===== config.mk =====
export PLATFORM = sky130hd
export DESIGN_NAME = branch_target_table
export DESIGN_NICKNAME = d
export VERILOG_FILES = /design/src/rtl/branch_target_table_pkg.sv /design/src/rtl/branch_target_table_storage.sv /design/src/rtl/branch_target_table.sv
export SDC_FILE = /design/constraint.sdc
export NUM_CORES = 1
export LEC_CHECK = 0
export ABC_AREA = 1
export BUFFER_PORTS_ARGS = -buffer_cell sky130_fd_sc_hd__buf_2
export CORE_AREA = 2 2 217 219
export CTS_CLUSTER_SIZE = 20
export DETAILED_ROUTE_END_ITERATION = 10
export DIE_AREA = 0 0 219 221
export GPL_TIMING_DRIVEN = 0
export SYNTH_ARGS = -nofsm -noshare
export SYNTH_HDL_FRONTEND = slang
export SYNTH_SLANG_ARGS = --single-unit

===== constraint.sdc =====
create_clock -name clk -period 3.1 [get_ports clk]
set_input_delay 0.155 -clock clk [delete_from_list [all_inputs] [get_ports clk]]
set_output_delay 0.155 -clock clk [all_outputs]
set_load 0.05 [all_outputs]

===== src/rtl/branch_target_table_pkg.sv =====
// ---------------------------------------------------------------------------
// branch_target_table_pkg
// Shared CPU package for the fetch-stage branch-target table.
//   - state enum for the table's init/ready state machine
//   - default key / program-counter widths
//   - named branch-key indices shared by the assembler/decoder and the RTL,
//     so software and hardware agree on which table slot means what
// ---------------------------------------------------------------------------
package branch_target_table_pkg;

    // Default widths used by the CPU top level
    localparam int BTT_KEY_W = 5;
    localparam int BTT_PC_W  = 12;

    // Table state: sweeping entries clear after reset, then operating
    typedef enum logic {
        INIT  = 1'b0,
        READY = 1'b1
    } btt_state_t;

    // Named branch keys emitted by the assembler
    localparam logic [BTT_KEY_W-1:0] KEY_INNERLOOP = 5'd2;
    localparam logic [BTT_KEY_W-1:0] KEY_DONE      = 5'd3;
    localparam logic [BTT_KEY_W-1:0] KEY_OUTERLOOP = 5'd4;
    localparam logic [BTT_KEY_W-1:0] KEY_ERROR     = 5'd5;

endpackage : branch_target_table_pkg


===== src/rtl/branch_target_table_storage.sv =====
// ---------------------------------------------------------------------------
// btt_storage
// DEPTH x (1+PC_W) register array holding {valid, target} per entry.
// One synchronous write port, one asynchronous (combinational) read port.
// Storage has no reset; the owning table clears it with an init sweep.
//
// Ports:
//   clk        in   clock, rising edge
//   wr_en      in   write entry wr_key this cycle
//   wr_key     in   KEY_W  index to write
//   wr_valid   in   valid bit to store
//   wr_target  in   PC_W   target to store
//   rd_key     in   KEY_W  index to read
//   rd_valid   out  valid bit of entry rd_key
//   rd_target  out  PC_W   target of entry rd_key
// ---------------------------------------------------------------------------
module btt_storage #(
    parameter int KEY_W = 5,
    parameter int PC_W  = 12,
    parameter int DEPTH = 2**KEY_W
) (
    input  logic             clk,
    input  logic             wr_en,
    input  logic [KEY_W-1:0] wr_key,
    input  logic             wr_valid,
    input  logic [PC_W-1:0]  wr_target,
    input  logic [KEY_W-1:0] rd_key,
    output logic             rd_valid,
    output logic [PC_W-1:0]  rd_target
);

    // Entry layout: bit PC_W is the valid flag, low bits are the target
    logic [PC_W:0] mem [DEPTH];

    always_ff @(posedge clk) begin
        if (wr_en) begin
            mem[wr_key] <= {wr_valid, wr_target};
        end
    end

    assign rd_valid  = mem[rd_key][PC_W];
    assign rd_target = mem[rd_key][PC_W-1:0];

endmodule : btt_storage


===== src/rtl/branch_target_table.sv =====
// ---------------------------------------------------------------------------
// branch_target_table
// Programmable branch-target lookup for the fetch stage. Maps a KEY_W-bit
// branch key to a PC_W-bit absolute target. After reset an init sweep
// clears every entry (one per cycle, DEPTH cycles) before lookups and
// writes are accepted. Lookup results are registered (one-cycle latency),
// with write-first bypass when a write and lookup hit the same key.
//
// Ports:
//   clk         in   clock, rising edge
//   reset       in   asynchronous active-high reset
//   lookup_en   in   request a lookup this cycle
//   key         in   KEY_W  lookup key
//   wr_en       in   write an entry this cycle
//   wr_key      in   KEY_W  entry index to write
//   wr_target   in   PC_W   target value to write
//   wr_clear    in   with wr_en, invalidate the entry instead
//   ready       out  table initialised
//   branch_pos  out  PC_W   registered target, 0 when no hit
//   hit         out  registered: last lookup found a valid entry
//   miss        out  registered: last lookup found an invalid entry
// ---------------------------------------------------------------------------
module branch_target_table
    import branch_target_table_pkg::*;
#(
    parameter int KEY_W = BTT_KEY_W,
    parameter int PC_W  = BTT_PC_W,
    parameter int DEPTH = 2**KEY_W
) (
    input  logic             clk,
    input  logic             reset,
    input  logic             lookup_en,
    input  logic [KEY_W-1:0] key,
    input  logic             wr_en,
    input  logic [KEY_W-1:0] wr_key,
    input  logic [PC_W-1:0]  wr_target,
    input  logic             wr_clear,
    output logic             ready,
    output logic [PC_W-1:0]  branch_pos,
    output logic             hit,
    output logic             miss
);

    localparam logic [KEY_W-1:0] LAST_IDX = KEY_W'(DEPTH - 1);

    btt_state_t       state;
    logic [KEY_W-1:0] init_cnt;

    logic             st_wr_en;
    logic [KEY_W-1:0] st_wr_key;
    logic             st_wr_valid;
    logic [PC_W-1:0]  st_wr_target;
    logic             rd_valid;
    logic [PC_W-1:0]  rd_target;

    logic             bypass;
    logic             look_valid;
    logic [PC_W-1:0]  look_target;

    // Init sweep: clear one entry per cycle; the state change (not counter
    // overflow) ends the sweep, so init_cnt just wraps and is then ignored.
    always_ff @(posedge clk or posedge reset) begin
        if (reset) begin
            state    <= INIT;
            init_cnt <= '0;
        end else begin
            case (state)
                INIT: begin
                    init_cnt <= init_cnt + KEY_W'(1);
                    if (init_cnt == LAST_IDX) begin
                        state <= READY;
                    end
                end
                READY:   state <= READY;
                default: state <= INIT;
            endcase
        end
    end

    assign ready = (state == READY);

    // The single storage write port is shared: the sweep owns it during
    // INIT, user writes own it once ready. A clear stores target 0.
    always_comb begin
        st_wr_en     = 1'b0;
        st_wr_key    = wr_key;
        st_wr_valid  = 1'b0;
        st_wr_target = '0;
        if (!ready) begin
            st_wr_en  = 1'b1;
            st_wr_key = init_cnt;
        end else if (wr_en) begin
            st_wr_en     = 1'b1;
            st_wr_valid  = ~wr_clear;
            st_wr_target = wr_clear ? '0 : wr_target;
        end
    end

    btt_storage #(
        .KEY_W (KEY_W),
        .PC_W  (PC_W),
        .DEPTH (DEPTH)
    ) u_storage (
        .clk       (clk),
        .wr_en     (st_wr_en),
        .wr_key    (st_wr_key),
        .wr_valid  (st_wr_valid),
        .wr_target (st_wr_target),
        .rd_key    (key),
        .rd_valid  (rd_valid),
        .rd_target (rd_target)
    );

    // Write-first bypass: a same-cycle write to the looked-up key wins over
    // the stored contents. Only meaningful when ready (gated below).
    always_comb begin
        bypass      = wr_en && (wr_key == key);
        look_valid  = rd_valid;
        look_target = rd_target;
        if (bypass) begin
            look_valid  = ~wr_clear;
            look_target = wr_clear ? '0 : wr_target;
        end
    end

    // Outputs are rebuilt every cycle; 0 means "no branch" so they never
    // hold a stale target from an earlier lookup.
    always_ff @(posedge clk or posedge reset) begin
        if (reset) begin
            branch_pos <= '0;
            hit        <= 1'b0;
            miss       <= 1'b0;
        end else if (ready && lookup_en) begin
            branch_pos <= look_valid ? look_target : '0;
            hit        <= look_valid;
            miss       <= ~look_valid;
        end else begin
            branch_pos <= '0;
            hit        <= 1'b0;
            miss       <= 1'b0;
        end
    end

endmodule : branch_target_table


==> out/metrics.csv <==
stage,metric,value,unit
route,avgRoutedWirePerCell,22.2,um
sta,tightest_slew,1.28,ns
placed_design,pre_cts_slack,-0.0800,ns
synth,ys_ff_latch,436,
worst_setup_path,crit_path_max_incr_delay,1.00,ns
synth,mappedNetlistArea,18200,um2
synth,synth_edf_count,416,
synth,synth_top_area_share,68.5,%
synth,synth_commonest_cells,"nand2_1 (515), edfxtp_1 (416), nand3_1 (294)",
power_and_ir_drop,vdd_ir_drop_max,0.000402,V
worst_hold_path,hp-class,in2reg,
floorplan,core,46100,um2
power_and_ir_drop,p_leak,8.48,nW
worst_setup_path,critPathKind,reg2reg,
synth,synth_flop_cell,edfxtp_1,
power_and_ir_drop,p_sw_share,23.0,%
clock_tree,cts_made_buffers,45,
sta,period_share,98.8,%
placed_design,post_dp_cell_area,19500,um2
power_and_ir_drop,intPower,9.79,mW
clock_tree,cts_max_level,2,
worst_setup_path,worstPathRequired,3.26,ns
synth,async_flop_share,4.59,%
layout,design_area,21100,um2
route,drc_errors,0,
floorplan,start_util,39.6,%
floorplan,num_rows,79,
floorplan,die_height,221,um
power_and_ir_drop,seq_power_share,50.8,%
worst_hold_path,hold_path_depth,6,
sta,grt_setup_unrepaired,yes,
layout,drive_gt1_share,13.6,%
floorplan,die_area,48400,um2
floorplan,pin_count,42,
synth,synthesis.nets,1657,
clock_tree,clk_pin_slew,0.06,ns
power_and_ir_drop,power_frac_comb,7.2,%
global_routing,grt_antenna_before_repair,1,
flow_run,max_cap_viol_count,0,
power_and_ir_drop,pwr-share-clk,42.0,%
global_routing,overflow,0,
placed_design,gp_congestion,0.904,
worst_setup_path,crit_chain,"clkbuf_1, o21ai_0, inv_1, nor2_1, nand2_1, nor2_1",
sta,drv_slew,0,
worst_setup_path,crit_fanout,13,
sta,maxSlewHeadroom,14.6,%
worst_setup_path,start_kind,flip-flop,
placed_design,port_buffers,37,
clock_tree,clk_latency,0.56,ns
synth,ys_types,26,
synth,yosysSeqAreaShare,71.2,%
clock_tree,clock-sinks,436,
global_routing,grt_usage,21.9,%
layout,nets,1764,
sta,final.min_clock_period,3.06,ns
route,first_pass_iters,5,
clock_tree,cts-root-buf,clkbuf_16,
worst_setup_path,worstSetupEndpointType,flip-flop,
sta,finClkSkew,0.0187,ns
route,avgViaCountPerCell,5.26,
sta,hold_ws,0.0340,ns
layout,area_growth,15.7,%
worst_setup_path,r2r_cells,6,
floorplan,die_w,219,um
clock_tree,cts_tree,done,
synth,yosysMostFrequentCell,nand2_1,
global_routing,grt_pass1_wl,77000,um
sta,max_freq,327,MHz
route,totalWireLength,52700,um
clock_tree,clk_path_buf_depth,3,
status,status,completed,
power_and_ir_drop,powerDensity,602,nW/um2
layout,diodes,0,
synth,yosys_warnings,0,
synth,synth_top_cell_by_area,edfxtp_1,
route,dr.first_iter.drc_count,1335,
power_and_ir_drop,switchingPower,2.92,mW
synth,ys_top_cells_by_area,"edfxtp_1 (68%), nand2_1 (11%), nand3_1 (8.1%), dfrtp_1 (2.7%), nor2_1 (2.3%)",
global_routing,grt_max_degree,33,
route,ant_nets,0,
synth,synthesis.instances,1628,
sta,hold_viol,0,
worst_setup_path,cp_slowest_cell,nor2_1,
global_routing,grt_pass1_vias,12200,
synth,avgSynthCellArea,11.2,um2
worst_setup_path,critical_path_arrival,3.22,ns
worst_setup_path,crit_top_cell,nor2_1,
sta,setup_slack,0.0380,ns
sta,finalSetupViolCount,0,
route,num_vias,12500,
placed_design,dp_hpwl,35500,um
## sequential cells by signal, summed over array words and instances (netlist names)
name,count
hit,1
miss,1
ready,1
init_cnt,5
branch_pos,12
u_storage.mem,416
## stage by stage
step,power (mW),TNS (ns),util [%],std cells
after floorplan,7.09,-45.22,-,1628
after global placement,7.43,-772.29,41.7,2272
after detailed placement,7.46,-2.62,42.2,2279
after CTS,12.7,0,45.7,2375
after global routing,13.0,-10.34,45.8,2377
final,12.7,0,45.8,2377
## what timing repair did
item	in CTS	in global routing
hold buffers	14	0
setup endpoints to repair	97	182
pin swaps	0	0
gates resized for setup	10	12
setup buffers	0	0
hold endpoints to repair	33	0
## layer usage
layer	up-vias	global-route usage (%)	part of all wire, %	wire [um]
li1	5768	-	-	-
met1	6118	29.3	41	21500
met2	506	34.9	47	24700
met3	117	4.22	8.2	4320
met4	0	8.94	4.3	2260
met5	-	0	0	0
## kinds of logic (layout without fill, tap and decap cells)
kind of cell / after synthesis / in the layout / share of synthesized area, %
fa+ha+maj: 2 / 2 / 0.137
flops: 436 / 436 / 71.2
xor+xnor: 5 / 5 / 0.240
simple gates: 937 / 937 / 21.5
buf+inv: 191 / 333 / 5.01
compound gates: 57 / 57 / 1.87
## worst paths after layout
| kind | startpoint | to | slack (ns) |
|---|---|---|---|
| max | ready | u_storage.mem[3][3] | 0.04 |
| min | wr_clear | branch_pos[11] | 0.03 |
| max reg2reg | ready | u_storage.mem[3][3] | 0.04 |
| min reg2reg | init_cnt[3] | init_cnt[3] | 0.50 |
| max in group asynchronous | reset | branch_pos[1] | 2.33 |
| min in group asynchronous | reset | init_cnt[0] | 0.28 |
## cell type report
cell class | count | area, um2
buffer | 92 | 534
sequential | 436 | 13000
tap | 607 | 759
timing repair buffer | 60 | 512
fill | 4270 | 24900
inverter | 99 | 379
clock buffer | 55 | 1210
clock inverter | 27 | 231
multi-input combinational | 1001 | 4500
## cells in the final DEF, fill, tap and decap left out, types with 3 or more instances in the layout
master and count:
inv_1 92, buf_16 5, bufinv_16 4, nor2_2 30, clkbuf_16 47, o21ai_0 33, nor2_4 14, dfrtp_1 20
clkinv_1 10, nand2_1 515, nand3_1 294, o211ai_1 21, buf_2 80, edfxtp_1 416, xor2_1 3, buf_1 4
clkinv_2 10, inv_2 5, dlygate4sd3_1 14, buf_4 30, nor2_1 77, buf_6 4, clkbuf_1 21
## worst max-delay path: cells and delay by family, from the launching register on
| family | cells | cell delay, ns |
|---|---|---|
| AOI/OAI and AO/OA | 1 | 0.60 |
| buffers and inverters | 2 | 0.35 |
| DFF | 1 | 0.40 |
| and+or+nand+nor | 3 | 1.30 |
## power groups by stage
stage	Sequential (mW)	Clock (mW)	Combinational (mW)
floorplan	6.63	0	0.462
global placement	6.59	0	0.836
detailed placement	6.59	0	0.878
CTS	6.46	5.38	0.896
global route	6.46	5.60	0.971
finish	6.46	5.34	0.912
(Power assumes the default switching activity.)
